==> config.mk <==
export PLATFORM = sky130hd
export DESIGN_NAME = demux_32b_1_3_reg
export DESIGN_NICKNAME = d
export VERILOG_FILES = /design/src/rtl/demux_32b_1_3_reg.sv
export SDC_FILE = /design/constraint.sdc
export NUM_CORES = 1
export LEC_CHECK = 0
export BUFFER_PORTS_ARGS = -buffer_cell sky130_fd_sc_hd__buf_2
export CAP_MARGIN = 10
export CORE_ASPECT_RATIO = 1.25
export CORE_UTILIZATION = 40
export DETAILED_ROUTE_END_ITERATION = 8
export HOLD_SLACK_MARGIN = 0.03
export PLACE_DENSITY_LB_ADDON = 0.15
export SYNTH_ARGS = -nofsm -noshare
export SYNTH_HDL_FRONTEND = slang
export SYNTH_SLANG_ARGS = --single-unit
==> constraint.sdc <==
create_clock -name clk -period 1.9 [get_ports clk]
set_input_delay 0.19 -clock clk [delete_from_list [all_inputs] [get_ports clk]]
set_output_delay 0.19 -clock clk [all_outputs]
set_load 0.05 [all_outputs]
==> src/rtl/demux_32b_1_3_reg.sv <==
// demux_32b_1_3_reg: registered 1-to-3 demultiplexer with a head register,
// a one-entry skid register and a per-port transfer counter.
// Words leave in acceptance order; a stalled head blocks every port.
module demux_32b_1_3_reg #(
  parameter int unsigned WIDTH = 32,
  parameter int unsigned CNT_W = 16
) (
  input  logic             clk,
  input  logic             rst_n,
  input  logic [WIDTH-1:0] in_data,
  input  logic [1:0]       in_sel,
  input  logic             in_valid,
  output logic             in_ready,
  output logic [WIDTH-1:0] out0_data,
  output logic [WIDTH-1:0] out1_data,
  output logic [WIDTH-1:0] out2_data,
  output logic             out0_valid,
  output logic             out1_valid,
  output logic             out2_valid,
  input  logic             out0_ready,
  input  logic             out1_ready,
  input  logic             out2_ready,
  output logic [CNT_W-1:0] cnt0,
  output logic [CNT_W-1:0] cnt1,
  output logic [CNT_W-1:0] cnt2
);

  localparam int unsigned PORT_W = 2;

  typedef enum logic [1:0] {
    EMPTY = 2'd0,
    ONE   = 2'd1,
    TWO   = 2'd2
  } state_t;

  typedef struct packed {
    logic             valid;
    logic [PORT_W-1:0] port;
    logic [WIDTH-1:0] data;
  } entry_t;

  state_t state_q, state_d;
  entry_t head_q, head_d;
  entry_t skid_q, skid_d;

  logic [PORT_W-1:0] in_port_c;
  logic              accept_c;
  logic              head_ready_c;
  logic              drain_c;
  entry_t            in_entry_c;

  // Select 11 is folded onto port 2 at the input so the rest of the block sees 0..2 only.
  assign in_port_c  = (in_sel == 2'b11) ? PORT_W'(2) : in_sel;
  assign in_entry_c = '{valid: 1'b1, port: in_port_c, data: in_data};

  // Ready depends only on registered state, never on the sinks.
  assign in_ready = rst_n && (state_q != TWO);
  assign accept_c = in_valid && in_ready;

  // Sink acceptance for the port the head is addressed to.
  always_comb begin
    head_ready_c = 1'b0;
    case (head_q.port)
      PORT_W'(0): head_ready_c = out0_ready;
      PORT_W'(1): head_ready_c = out1_ready;
      default:    head_ready_c = out2_ready;
    endcase
  end

  assign drain_c = head_q.valid && head_ready_c;

  // Output decode: all ports share the head data, only the addressed one is valid.
  assign out0_data  = head_q.data;
  assign out1_data  = head_q.data;
  assign out2_data  = head_q.data;
  assign out0_valid = rst_n && head_q.valid && (head_q.port == PORT_W'(0));
  assign out1_valid = rst_n && head_q.valid && (head_q.port == PORT_W'(1));
  assign out2_valid = rst_n && head_q.valid && (head_q.port == PORT_W'(2));

  // Next-state and storage update for the head/skid pair.
  always_comb begin
    state_d = state_q;
    head_d  = head_q;
    skid_d  = skid_q;
    case (state_q)
      EMPTY: begin
        if (accept_c) begin
          head_d  = in_entry_c;
          state_d = ONE;
        end
      end
      ONE: begin
        if (accept_c && drain_c) begin
          head_d = in_entry_c;
        end else if (accept_c) begin
          skid_d  = in_entry_c;
          state_d = TWO;
        end else if (drain_c) begin
          head_d.valid = 1'b0;
          state_d      = EMPTY;
        end
      end
      TWO: begin
        if (drain_c) begin
          head_d       = skid_q;
          skid_d.valid = 1'b0;
          state_d      = ONE;
        end
      end
      default: begin
        state_d = EMPTY;
      end
    endcase
  end

  // State and storage registers with synchronous clear.
  always_ff @(posedge clk) begin
    if (!rst_n) begin
      state_q <= EMPTY;
      head_q  <= '0;
      skid_q  <= '0;
    end else begin
      state_q <= state_d;
      head_q  <= head_d;
      skid_q  <= skid_d;
    end
  end

  // Per-port completed-transfer counters, wrapping naturally.
  always_ff @(posedge clk) begin
    if (!rst_n) begin
      cnt0 <= '0;
      cnt1 <= '0;
      cnt2 <= '0;
    end else if (drain_c) begin
      case (head_q.port)
        PORT_W'(0): cnt0 <= cnt0 + CNT_W'(1);
        PORT_W'(1): cnt1 <= cnt1 + CNT_W'(1);
        default:    cnt2 <= cnt2 + CNT_W'(1);
      endcase
    end
  end

endmodule

==> impl_results.html <==
<table>
<tr><th>Metric</th><th>Value</th></tr>
<tr><th colspan="2">Run status</th></tr>
<tr><td>Status</td><td>completed</td></tr>
<tr><th colspan="2">Setup path</th></tr>
<tr><td>Cells on worst reg2reg path</td><td>8</td></tr>
<tr><td>WP data arrival</td><td>2.14 ns</td></tr>
<tr><td>Critical register-to-register path endpoint</td><td>out0_data[15]</td></tr>
<tr><td>Standard cell with the maximum stage delay on the critical path</td><td>dfxtp_2</td></tr>
<tr><td>Worst R2R Start</td><td>state_q[0]</td></tr>
<tr><td>Worst setup path endpoint</td><td>out0_data[15]</td></tr>
<tr><td>Origin of the worst setup path</td><td>state_q[0]</td></tr>
<tr><td>Chain of cells forming the critical path</td><td>inv_2 &gt; ha_4 &gt; nand3b_1 &gt; a21oi_2 &gt; o221ai_4 &gt; buf_12 &gt; a221oi_1 &gt; nor3_1</td></tr>
<tr><td>Critical setup path kind</td><td>register to register</td></tr>
<tr><td>CP required</td><td>2.17 ns</td></tr>
<tr><td>Crit. End Element</td><td>register</td></tr>
<tr><td>Critical path launch point type</td><td>register</td></tr>
<tr><td>Setup slack, reg-to-reg</td><td>0.03 ns</td></tr>
<tr><td>Slowest stage delay, CP</td><td>0.33 ns</td></tr>
<tr><td>Worst-path maximum fanout</td><td>17</td></tr>
<tr><th colspan="2">Timing</th></tr>
<tr><td>Finish-stage setup viols</td><td>0</td></tr>
<tr><td>Final critical-path required period</td><td>1.870 ns</td></tr>
<tr><td>Relative slew slack</td><td>63.60%</td></tr>
<tr><td>Number of slew-limit violations in the final report</td><td>0</td></tr>
<tr><td>Max Fclk</td><td>534.9 MHz</td></tr>
<tr><td>Least-Margin Pin Slew</td><td>0.5460 ns</td></tr>
<tr><td>Final Hold Violating Endpoints</td><td>0</td></tr>
<tr><td>Final setup skew</td><td>0.01984 ns</td></tr>
<tr><td>Final Hold Slack</td><td>0.04394 ns</td></tr>
<tr><td>RSZ-0062 raised after global routing</td><td>true</td></tr>
<tr><td>Final period utilization</td><td>98.40%</td></tr>
<tr><td>Final sum of negative setup slack</td><td>0 ns</td></tr>
<tr><th colspan="2">Synth</th></tr>
<tr><td>Share of the synthesized area in the top cell type</td><td>41.88%</td></tr>
<tr><td>Largest area contributor in the synthesized netlist</td><td>dfxtp_1</td></tr>
<tr><td>Proportion of synthesized flip-flops having asynchronous set or reset</td><td>0%</td></tr>
<tr><td>Flop and latch count out of synthesis</td><td>120</td></tr>
<tr><td>Syn avg cell area</td><td>8.361 um2</td></tr>
<tr><td>Primary FF master, synth</td><td>dfxtp_1</td></tr>
<tr><td>Seq/Total Area, Yosys</td><td>41.88%</td></tr>
<tr><td>Cells after Synth</td><td>686</td></tr>
<tr><td>Count of distinct cell types in the synthesized netlist</td><td>44</td></tr>
<tr><td>Most instantiated library cell after synthesis</td><td>dfxtp_1</td></tr>
<tr><td>Count of flip-flops with a built-in enable after synthesis</td><td>0</td></tr>
<tr><td>Cell types with the largest area share after synthesis</td><td>dfxtp_1, buf_4, nand2_1</td></tr>
<tr><td>Syn_nets</td><td>733</td></tr>
<tr><td>Top post-synthesis cells by count</td><td>dfxtp_1, nand2_1, buf_4, nor2_1, a21oi_1</td></tr>
<tr><td>Syn. warnings</td><td>0</td></tr>
<tr><td>Mapped cell area</td><td>5736 um2</td></tr>
<tr><th colspan="2">Layout</th></tr>
<tr><td>Final-layout fill cell count</td><td>1307</td></tr>
<tr><td>Total non-filler cell area in the finished layout</td><td>7476 um2</td></tr>
<tr><td>Number of cells in the finished layout apart from fillers</td><td>1003</td></tr>
<tr><td>Syn-to-layout area delta</td><td>30.34%</td></tr>
<tr><td>Diodes inserted</td><td>0</td></tr>
<tr><td>Layout cell share with drive strength beyond 1</td><td>35.27%</td></tr>
<tr><td>FF+latch area</td><td>2409 um2</td></tr>
<tr><td>Footprint of the multi-input gates</td><td>2620 um2</td></tr>
<tr><td>Core utilization of the finished layout</td><td>53.65%</td></tr>
<tr><td>Nets@finish</td><td>862</td></tr>
<tr><th colspan="2">Detailed routing</th></tr>
<tr><td>Final wirelength</td><td>14260 um</td></tr>
<tr><td>First-pass iteration count of the detailed router</td><td>4</td></tr>
<tr><td>Remaining antenna violation count after routing</td><td>0</td></tr>
<tr><td>Number of vias after detailed routing</td><td>5053</td></tr>
<tr><td>Residual DRC count</td><td>0</td></tr>
<tr><td>Via-per-instance ratio</td><td>5.038</td></tr>
<tr><td>Average wire per cell in the routed design</td><td>14.22 um</td></tr>
<tr><td>Detailed Route Iter0 Violations</td><td>154</td></tr>
<tr><th colspan="2">Place</th></tr>
<tr><td>Post-place instance area</td><td>6272 um2</td></tr>
<tr><td>IO buf count</td><td>187</td></tr>
<tr><td>Detailed-placement wirelength estimate</td><td>9170 um</td></tr>
<tr><td>Inst Count DP</td><td>939</td></tr>
<tr><td>Gp weighted congestion</td><td>0.8733</td></tr>
<tr><th colspan="2">Power</th></tr>
<tr><td>Worst ir drop on vdd</td><td>1.326 mV</td></tr>
<tr><td>Pwr per Cell Area</td><td>1770 nW/um2</td></tr>
<tr><td>Leak Pwr</td><td>3.273 nW</td></tr>
<tr><th colspan="2">Global route</th></tr>
<tr><td>Global-route total usage across every layer</td><td>19.11%</td></tr>
<tr><td>Number of antenna violations at the first check in global routing</td><td>0</td></tr>
<tr><td>Met1 GRT Util</td><td>21.37%</td></tr>
<tr><td>Global-route met3 utilization</td><td>5.753%</td></tr>
<tr><td>Total congestion overflow</td><td>0</td></tr>
<tr><td>Global-route wire length before repair</td><td>22180 um</td></tr>
<tr><td>Gr busiest metal</td><td>met2</td></tr>
<tr><td>Number of global-route vias before repair</td><td>4689</td></tr>
<tr><td>Largest net degree at the start of global routing</td><td>49</td></tr>
<tr><td>GR Util met2</td><td>33.05%</td></tr>
<tr><th colspan="2">Floorplan</th></tr>
<tr><td>Initial Utilization</td><td>41.16%</td></tr>
<tr><td>Core region area</td><td>13930 um2</td></tr>
<tr><td>Die Wd</td><td>109.1 um</td></tr>
<tr><td>Number of core rows</td><td>48</td></tr>
<tr><td>Floorplan die height</td><td>135.9 um</td></tr>
<tr><td>Boundary Pins</td><td>188</td></tr>
<tr><td>Area of the die</td><td>14820 um2</td></tr>
<tr><th colspan="2">Clocking</th></tr>
<tr><td>Source-to-sink clock delay at the later pin of the worst-skew pair</td><td>0.42 ns</td></tr>
<tr><td>Clock-pin slew of the registers on the worst-case setup and hold paths</td><td>0.05 ns</td></tr>
<tr><td>Root Buffer Master</td><td>clkbuf_16</td></tr>
<tr><td>Number of H-tree levels</td><td>4</td></tr>
<tr><td>Number of buffers inserted during clock tree synthesis</td><td>17</td></tr>
<tr><td>CTS tree</td><td>built</td></tr>
<tr><td>Maximum buffer depth of the clock tree</td><td>2</td></tr>
<tr><td>Num Clock Sinks</td><td>120</td></tr>
<tr><th colspan="2">Worst hold path</th></tr>
<tr><td>Type of the worst min-delay path</td><td>input pin to register</td></tr>
<tr><th colspan="2">Flow run</th></tr>
<tr><td>Maximum Capacitance Violations</td><td>0</td></tr>
</table>
-- logic make-up (layout without fill, tap and decap cells) --
kind of cell	count (synthesis)	after routing	synth area share, %
DFF	120	120	41.88
adders and majority gates	7	7	1.527
and+or+nand+nor	276	276	21.95
AOI/OAI and AO/OA	96	96	11.37
muxes	4	4	0.7853
buffers and inverters	143	285	16.38
xor gates and xnor gates	40	40	6.108
-- state kept, by name, summed over array words and instances, names as in the netlist --
signal     flops
skid_q        35
state_q        2
cnt1          16
cnt0          16
out0_data     32
head_q         3
cnt2          16
-- what timing repair did --
| action | CTS | global route |
|---|---|---|
| gates resized for setup | 0 | 36 |
| hold endpoints to repair | 27 | 0 |
| setup endpoints to repair | 0 | 72 |
| hold buffers | 27 | 0 |
| buffers inserted | 0 | 2 |
-- placed cells by master, fill, tap and decap left out, types with 8 or more instances in the layout --
| cell type | n |
|---|---|
| buf_4 | 22 |
| nand3_1 | 13 |
| nor2_1 | 83 |
| xor2_1 | 25 |
| dlygate4sd3_1 | 27 |
| a221oi_2 | 22 |
| a221oi_1 | 11 |
| xnor2_1 | 15 |
| buf_2 | 187 |
| o21ai_0 | 8 |
| a21oi_1 | 42 |
| nor3_1 | 35 |
| nand2_1 | 97 |
| clkbuf_16 | 19 |
| dfxtp_1 | 115 |
-- stage by stage --
stage                     total power, mW  setup slack (ns)
after CTS                           12.89         0.0006886
after floorplan                     9.126         -0.003979
after global routing                13.90          -0.07138
after detailed placement            9.242           0.01689
after global placement              9.197           0.04767
final                               13.23           0.03034
-- worst min path at each step --
stage / startpoint / endpoint / depth (start not counted)
floorplan: in_data[0] / skid_q[0] / 2
global placement: skid_q[28] / skid_q[28] / 2
detailed placement: skid_q[23] / skid_q[23] / 2
CTS: in_data[16] / skid_q[16] / 3
global route: in_data[4] / skid_q[4] / 3
finish: in_data[2] / skid_q[2] / 3
-- critical path, delay by kind of cell (launching register included) --
kind	cells	cell delay, ns
AOI/OAI and AO/OA	3	0.67
adders and majority gates	1	0.15
buffers and inverters	2	0.25
DFF	1	0.33
and+or+nand+nor	2	0.29
-- routing by layer --
metal	vias up	part of all wire, %
met4	0	1.9
met3	22	5.8
met1	2372	41
li1	2506	-
met5	-	0
met2	153	51
-- layout make-up --
type	count	area share, %
Multi-Input combinational cell	423	35.05
Sequential cell	120	32.22
Timing Repair Buffer	244	20.55
Clock buffer	24	6.577
Tap cell	175	2.929
Clock inverter	8	2.209
Inverter	9	0.4686
-- where the power goes --
part | internal (mW) | switching [mW] | leakage (nW)
logic | 1.66 | 4.74 | 1.97
clock network | 2.46 | 1.10 | 0.324
registers | 2.93 | 0.345 | 0.977
Power figures use the tool's default switching activity.
